## config.mk

```make
export PLATFORM = sky130hd
export DESIGN_NAME = serial_add_arbiter
export DESIGN_NICKNAME = d
export VERILOG_FILES = /design/src/rtl/serial_add_pkg.sv /design/src/rtl/serial_fa_cell.sv /design/src/rtl/serial_add_arbiter.sv
export SDC_FILE = /design/constraint.sdc
export NUM_CORES = 1
export LEC_CHECK = 0
export CAP_MARGIN = 20
export CELL_PAD_IN_SITES_DETAIL_PLACEMENT = 1
export CELL_PAD_IN_SITES_GLOBAL_PLACEMENT = 2
export CORE_MARGIN = 2
export CORE_UTILIZATION = 32
export CTS_CLUSTER_DIAMETER = 100
export CTS_CLUSTER_SIZE = 24
export DETAILED_ROUTE_END_ITERATION = 8
export GPL_TIMING_DRIVEN = 0
export PLACE_DENSITY_LB_ADDON = 0.1
export SETUP_SLACK_MARGIN = 0.3
export SYNTH_ARGS = -nofsm -noshare
export SYNTH_HDL_FRONTEND = slang
export SYNTH_SLANG_ARGS = --single-unit
```

## constraint.sdc

```tcl
create_clock -name clk -period 4 [get_ports clk]
set_clock_uncertainty 0.15 [all_clocks]
set_input_delay 0.4 -clock clk [delete_from_list [all_inputs] [get_ports clk]]
set_output_delay 0.4 -clock clk [all_outputs]
set_load 0.03 [all_outputs]
```

## src/rtl/serial_add_pkg.sv

```systemverilog
`default_nettype none
// ============================================================================
// Module      : serial_add_pkg
// Description : Shared types and defaults for the serial-add arbiter.
// Revision    : 1.0 - initial release
// ============================================================================
package serial_add_pkg;

    typedef enum logic [1:0] {
        IDLE = 2'd0,
        RUN  = 2'd1,
        DONE = 2'd2
    } state_t;

    localparam int SA_WIDTH_DEFAULT = 8;

endpackage
`default_nettype wire

```

## src/rtl/serial_fa_cell.sv

```systemverilog
`default_nettype none
// ============================================================================
// Module      : serial_fa_cell
// Description : 1-bit full adder with registered carry for bit-serial addition.
// Revision    : 1.0 - initial release
// ============================================================================
module serial_fa_cell (
    input  logic clk,
    input  logic rst_n,
    input  logic clr,
    input  logic en,
    input  logic a,
    input  logic b,
    output logic sum,
    output logic carry_out
);

    logic r_carry;
    logic w_half;

    assign w_half    = a ^ b;
    assign sum       = w_half ^ r_carry;
    assign carry_out = (a & b) | (r_carry & w_half);

    always_ff @(posedge clk or negedge rst_n) begin
        if (!rst_n) begin
            r_carry <= 1'b0;
        end else if (clr) begin
            r_carry <= 1'b0;
        end else if (en) begin
            r_carry <= carry_out;
        end
    end

endmodule
`default_nettype wire

```

## src/rtl/serial_add_arbiter.sv

```systemverilog
`default_nettype none
// ============================================================================
// Module      : serial_add_arbiter
// Description : Round-robin arbiter sharing one bit-serial adder between two
//               requesters; returns a WIDTH+1-bit sum tagged with the owner id.
// Revision    : 1.0 - initial release
// ============================================================================
module serial_add_arbiter
    import serial_add_pkg::*;
#(
    parameter int WIDTH = SA_WIDTH_DEFAULT
) (
    input  logic             clk,
    input  logic             rst_n,
    input  logic             in0_valid,
    output logic             in0_ready,
    input  logic [WIDTH-1:0] in0_a,
    input  logic [WIDTH-1:0] in0_b,
    input  logic             in1_valid,
    output logic             in1_ready,
    input  logic [WIDTH-1:0] in1_a,
    input  logic [WIDTH-1:0] in1_b,
    output logic             out_valid,
    input  logic             out_ready,
    output logic [WIDTH:0]   out_sum,
    output logic             out_id
);

    localparam int              C_CNT_W = $clog2(WIDTH + 1);
    localparam logic [C_CNT_W-1:0] C_LAST = C_CNT_W'(WIDTH - 1);

    state_t               r_state;
    state_t               w_state_nxt;
    logic                 r_last_grant;
    logic [WIDTH-1:0]     r_a_sr;
    logic [WIDTH-1:0]     r_b_sr;
    logic [WIDTH-1:0]     r_sum_lo;
    logic                 r_sum_msb;
    logic                 r_out_id;
    logic [C_CNT_W-1:0]   r_cnt;

    logic                 w_grant;
    logic                 w_in0_ready;
    logic                 w_in1_ready;
    logic                 w_out_valid;
    logic                 w_accept;
    logic                 w_run;
    logic                 w_last_bit;
    logic                 w_fa_sum;
    logic                 w_fa_cout;

    // Ties go to the channel that did not win last time.
    always_comb begin
        w_grant = 1'b0;
        if (in0_valid && in1_valid) begin
            w_grant = ~r_last_grant;
        end else if (in1_valid) begin
            w_grant = 1'b1;
        end
    end

    always_ff @(posedge clk or negedge rst_n) begin
        if (!rst_n) begin
            r_state <= IDLE;
        end else begin
            r_state <= w_state_nxt;
        end
    end

    always_comb begin
        w_state_nxt = r_state;
        w_in0_ready = 1'b0;
        w_in1_ready = 1'b0;
        w_out_valid = 1'b0;
        case (r_state)
            IDLE: begin
                w_in0_ready = in0_valid & ~w_grant;
                w_in1_ready = in1_valid &  w_grant;
                if (in0_valid || in1_valid) begin
                    w_state_nxt = RUN;
                end
            end
            RUN: begin
                if (w_last_bit) begin
                    w_state_nxt = DONE;
                end
            end
            DONE: begin
                w_out_valid = 1'b1;
                if (out_ready) begin
                    w_state_nxt = IDLE;
                end
            end
            default: w_state_nxt = IDLE;
        endcase
    end

    // Readies are gated by rst_n so nothing is accepted while reset is held.
    assign in0_ready  = rst_n & w_in0_ready;
    assign in1_ready  = rst_n & w_in1_ready;
    assign out_valid  = w_out_valid;
    assign w_accept   = in0_ready | in1_ready;
    assign w_run      = (r_state == RUN);
    assign w_last_bit = (r_cnt == C_LAST);
    assign out_sum    = {r_sum_msb, r_sum_lo};
    assign out_id     = r_out_id;

    serial_fa_cell u_fa (
        .clk       (clk),
        .rst_n     (rst_n),
        .clr       (w_accept),
        .en        (w_run),
        .a         (r_a_sr[0]),
        .b         (r_b_sr[0]),
        .sum       (w_fa_sum),
        .carry_out (w_fa_cout)
    );

    always_ff @(posedge clk or negedge rst_n) begin
        if (!rst_n) begin
            r_a_sr       <= '0;
            r_b_sr       <= '0;
            r_sum_lo     <= '0;
            r_sum_msb    <= 1'b0;
            r_out_id     <= 1'b0;
            r_cnt        <= '0;
            r_last_grant <= 1'b1;
        end else if (w_accept) begin
            r_a_sr       <= w_grant ? in1_a : in0_a;
            r_b_sr       <= w_grant ? in1_b : in0_b;
            r_sum_lo     <= '0;
            r_sum_msb    <= 1'b0;
            r_out_id     <= w_grant;
            r_cnt        <= '0;
            r_last_grant <= w_grant;
        end else if (w_run) begin
            // Sum bits enter at the MSB so the first bit lands at bit 0 after WIDTH shifts.
            r_a_sr   <= {1'b0, r_a_sr[WIDTH-1:1]};
            r_b_sr   <= {1'b0, r_b_sr[WIDTH-1:1]};
            r_sum_lo <= {w_fa_sum, r_sum_lo[WIDTH-1:1]};
            r_cnt    <= r_cnt + C_CNT_W'(1);
            if (w_last_bit) begin
                r_sum_msb <= w_fa_cout;
            end
        end
    end

endmodule
`default_nettype wire

```

==> impl_metrics.yaml <==
logic_synthesis:
  synth.distinct_cells: 37
  synth_area_leaders: "dfrtp_1 (46%), mux2i_1 (21%), nand2_1 (5.0%)"
  synth_seq_cells: 34
  syn_area_mm2: 0.00178
  ys.flop_type: "dfrtp_1"
  synth_edf_count: 0
  synth_top_cell_area_share: 0.463
  synth_top_cell_by_area: "dfrtp_1"
  seq_area_frac_synth: 0.478
  ys_warn_count: 0
  syn_nets: 199
  async_reset_ff_frac: 1.00
  synth.most_common_cell: "mux2i_1"
  synth.avg_cell_area_um2: 11.2
  synth_common_cells: "mux2i_1 (38), dfrtp_1 (33), nand2_1 (24), a21oi_1 (13), buf_4 (5)"
  syn_inst: 160
setup_path:
  reg2regPathDepth: 4
  rr_startpoint: "r_state[0]$_DFFE_PN0P_"
  crit-reg2reg-capture: "r_cnt[1]$_DFFE_PN0P_"
  path_cells: "buf_2, nor3b_4, nand2_1, nor2_1, clkdlybuf4s50_1"
  cp-end-kind: "output pin"
  cp_num_buf_inv: 2
  reg2reg_slack_ns: 2.37
  crit_required_ns: 3.45
  critPathMaxFanout: 36
  arrival_ns: 2.30
  cp-start-kind: "primary input"
  path_class: "in2out"
  crit_family: "buffers and inverters"
  slowest_stage: "clkdlybuf4s50_1"
  max_stage_delay_ns: 0.67
cts:
  h-tree-depth: 2
  cts_setup_buffers: 0
  clkTransAtPathRegs_ns: 0.07
  cts_buffer_depth: 2
  cts_buffers: 5
  clk_latency_ns: 0.28
  cts_tree: "done"
  ctsHoldBuffers: 0
  cts.sinks: 34
  cts_resized: 0
  cts-root-buf: "clkbuf_8"
sta:
  rsz0062_at_grt: "no"
  worstMarginPinSlew_ns: 0.808
  fmax_mhz: 350
  slew_headroom: 0.461
  fin_hold_ws_ns: 0.0584
  finalSetupViolations: 0
  min_period_ns: 2.85
  setup_ws_ns: 1.15
  hold_viol_final: 0
  fin_tns_setup_ns: 0
  slew_violations: 0
  post-route-period-util: 0.713
final_layout:
  fillCellCount: 605
  multiInputGateArea_um2: 826
  drive_gt1_frac: 0.120
  syn2layout_area_growth_pct: 38.4
  ff_latch_area_um2: 852
  num-nets-final: 255
  finalNonFillerCells: 289
  final_area_mm2: 0.00247
  utilization: 0.454
  diodes: 0
pwr:
  peakVddDrop_uv: 203
  total_leakage_power_nw: 1.16
  power_density_mw_per_mm2: 616
  total_power_mw: 1.52
global_route:
  antenna_found_initial: 0
  grt_max_degree: 37
  grt_pass1_wl_um: 7040
  grt_use_total: 0.147
  overflow: 0
  grt_pass1_vias: 1517
detailed_routing:
  viasPerCell: 4.77
  wl_um: 4160
  drcViolationCount: 0
  wl_per_cell_um: 14.4
  initialDrtViolationCount: 62
  vias: 1379
  drt_pre_antenna_iters: 4
  ant_nets: 0
die:
  die_area_mm2: 0.00619
  die_w_um: 78.7
  core_mm2: 0.00544
  ioPinCount: 50
  initial_core_util: 0.328
  die_h_um: 78.7
  rows: 27
place:
  place_ws_ns: 1.07
  dp.cells: 281
  place_area_mm2: 0.00236
  numPortBuffers: 49
  globalplace.congestion: 0.706
  place_hpwl_um: 3170
flow_run:
  cap_violations: 0
hold_path:
  hp-class: "in2async"
run_status:
  status: "complete, no violations"
## worst reg2reg max path: cells and delay by family, from the launching register on
family,cells,cell delay [ns]
AO/OA/AOI/OAI,1,0.05
buffers and inverters,1,0.16
flip-flops,1,0.49
AND/OR/NAND/NOR,2,0.66
## layer usage
layer | wire (um) | global-route usage | vias to the layer above
met5 | 0 | 0 | -
met1 | 1860 | 0.182 | 673
li1 | - | - | 669
met3 | 154 | 0.0391 | 2
met2 | 2130 | 0.253 | 35
met4 | 15 | 0.0368 | 0
## power by group
group | switching (mW) | leakage [nW] | internal [mW]
sequential | 0.0926 | 0.442 | 0.475
clock | 0.123 | 0.0575 | 0.174
combinational | 0.341 | 0.656 | 0.316
## flip-flops by register name (all words and copies together), names as in the netlist
signal,cells
r_a_sr,8
r_b_sr,8
r_sum_lo,8
r_cnt,4
r_state,2
out_id,1
r_last_grant,1
r_sum_msb,1
u_fa.r_carry,1
## worst max path at each step
stage	from	endpoint	slack, ns	cells past startpoint
floorplan	r_last_grant$_DFFE_PN1P_	in0_ready	2.13	4
global placement	rst_n	in0_ready	0.07	5
detailed placement	rst_n	in0_ready	1.07	5
CTS	rst_n	in0_ready	1.07	5
global route	rst_n	in0_ready	0.92	5
finish	rst_n	in0_ready	1.15	5
## cell type report
class | count | area share
Multi-Input combinational cell | 112 | 0.334
Inverter | 4 | 0.00608
Timing Repair Buffer | 49 | 0.197
Clock buffer | 8 | 0.0446
Sequential cell | 34 | 0.345
Buffer | 10 | 0.0370
Tap cell | 72 | 0.0365
## kinds of logic (layout without fill, tap and decap cells)
family                   after synthesis  in the layout  synth area share
flip-flops                            34             34             0.478
XOR/XNOR                               2              2           0.00982
buffers and inverters                 14             71            0.0596
AO/OA/AOI/OAI                         29             29             0.104
AND/OR/NAND/NOR                       41             41             0.117
adder cells (fa/ha/maj)                2              2            0.0182
multiplexers                          38             38             0.213
## layout by cell type (no fill, tap or decap), drive strengths merged, types with 2 or more instances in the layout
cell            n
o211ai          2
nand2          24
o221ai          3
nand3           2
buf            11
nor2b           2
o21ai           5
nor2            5
clkdlybuf4s50  48
clkbuf          8
inv             4
a21oi          13
mux2i          38
dfrtp          33
Note: power is estimated with default switching activity, not from simulation.
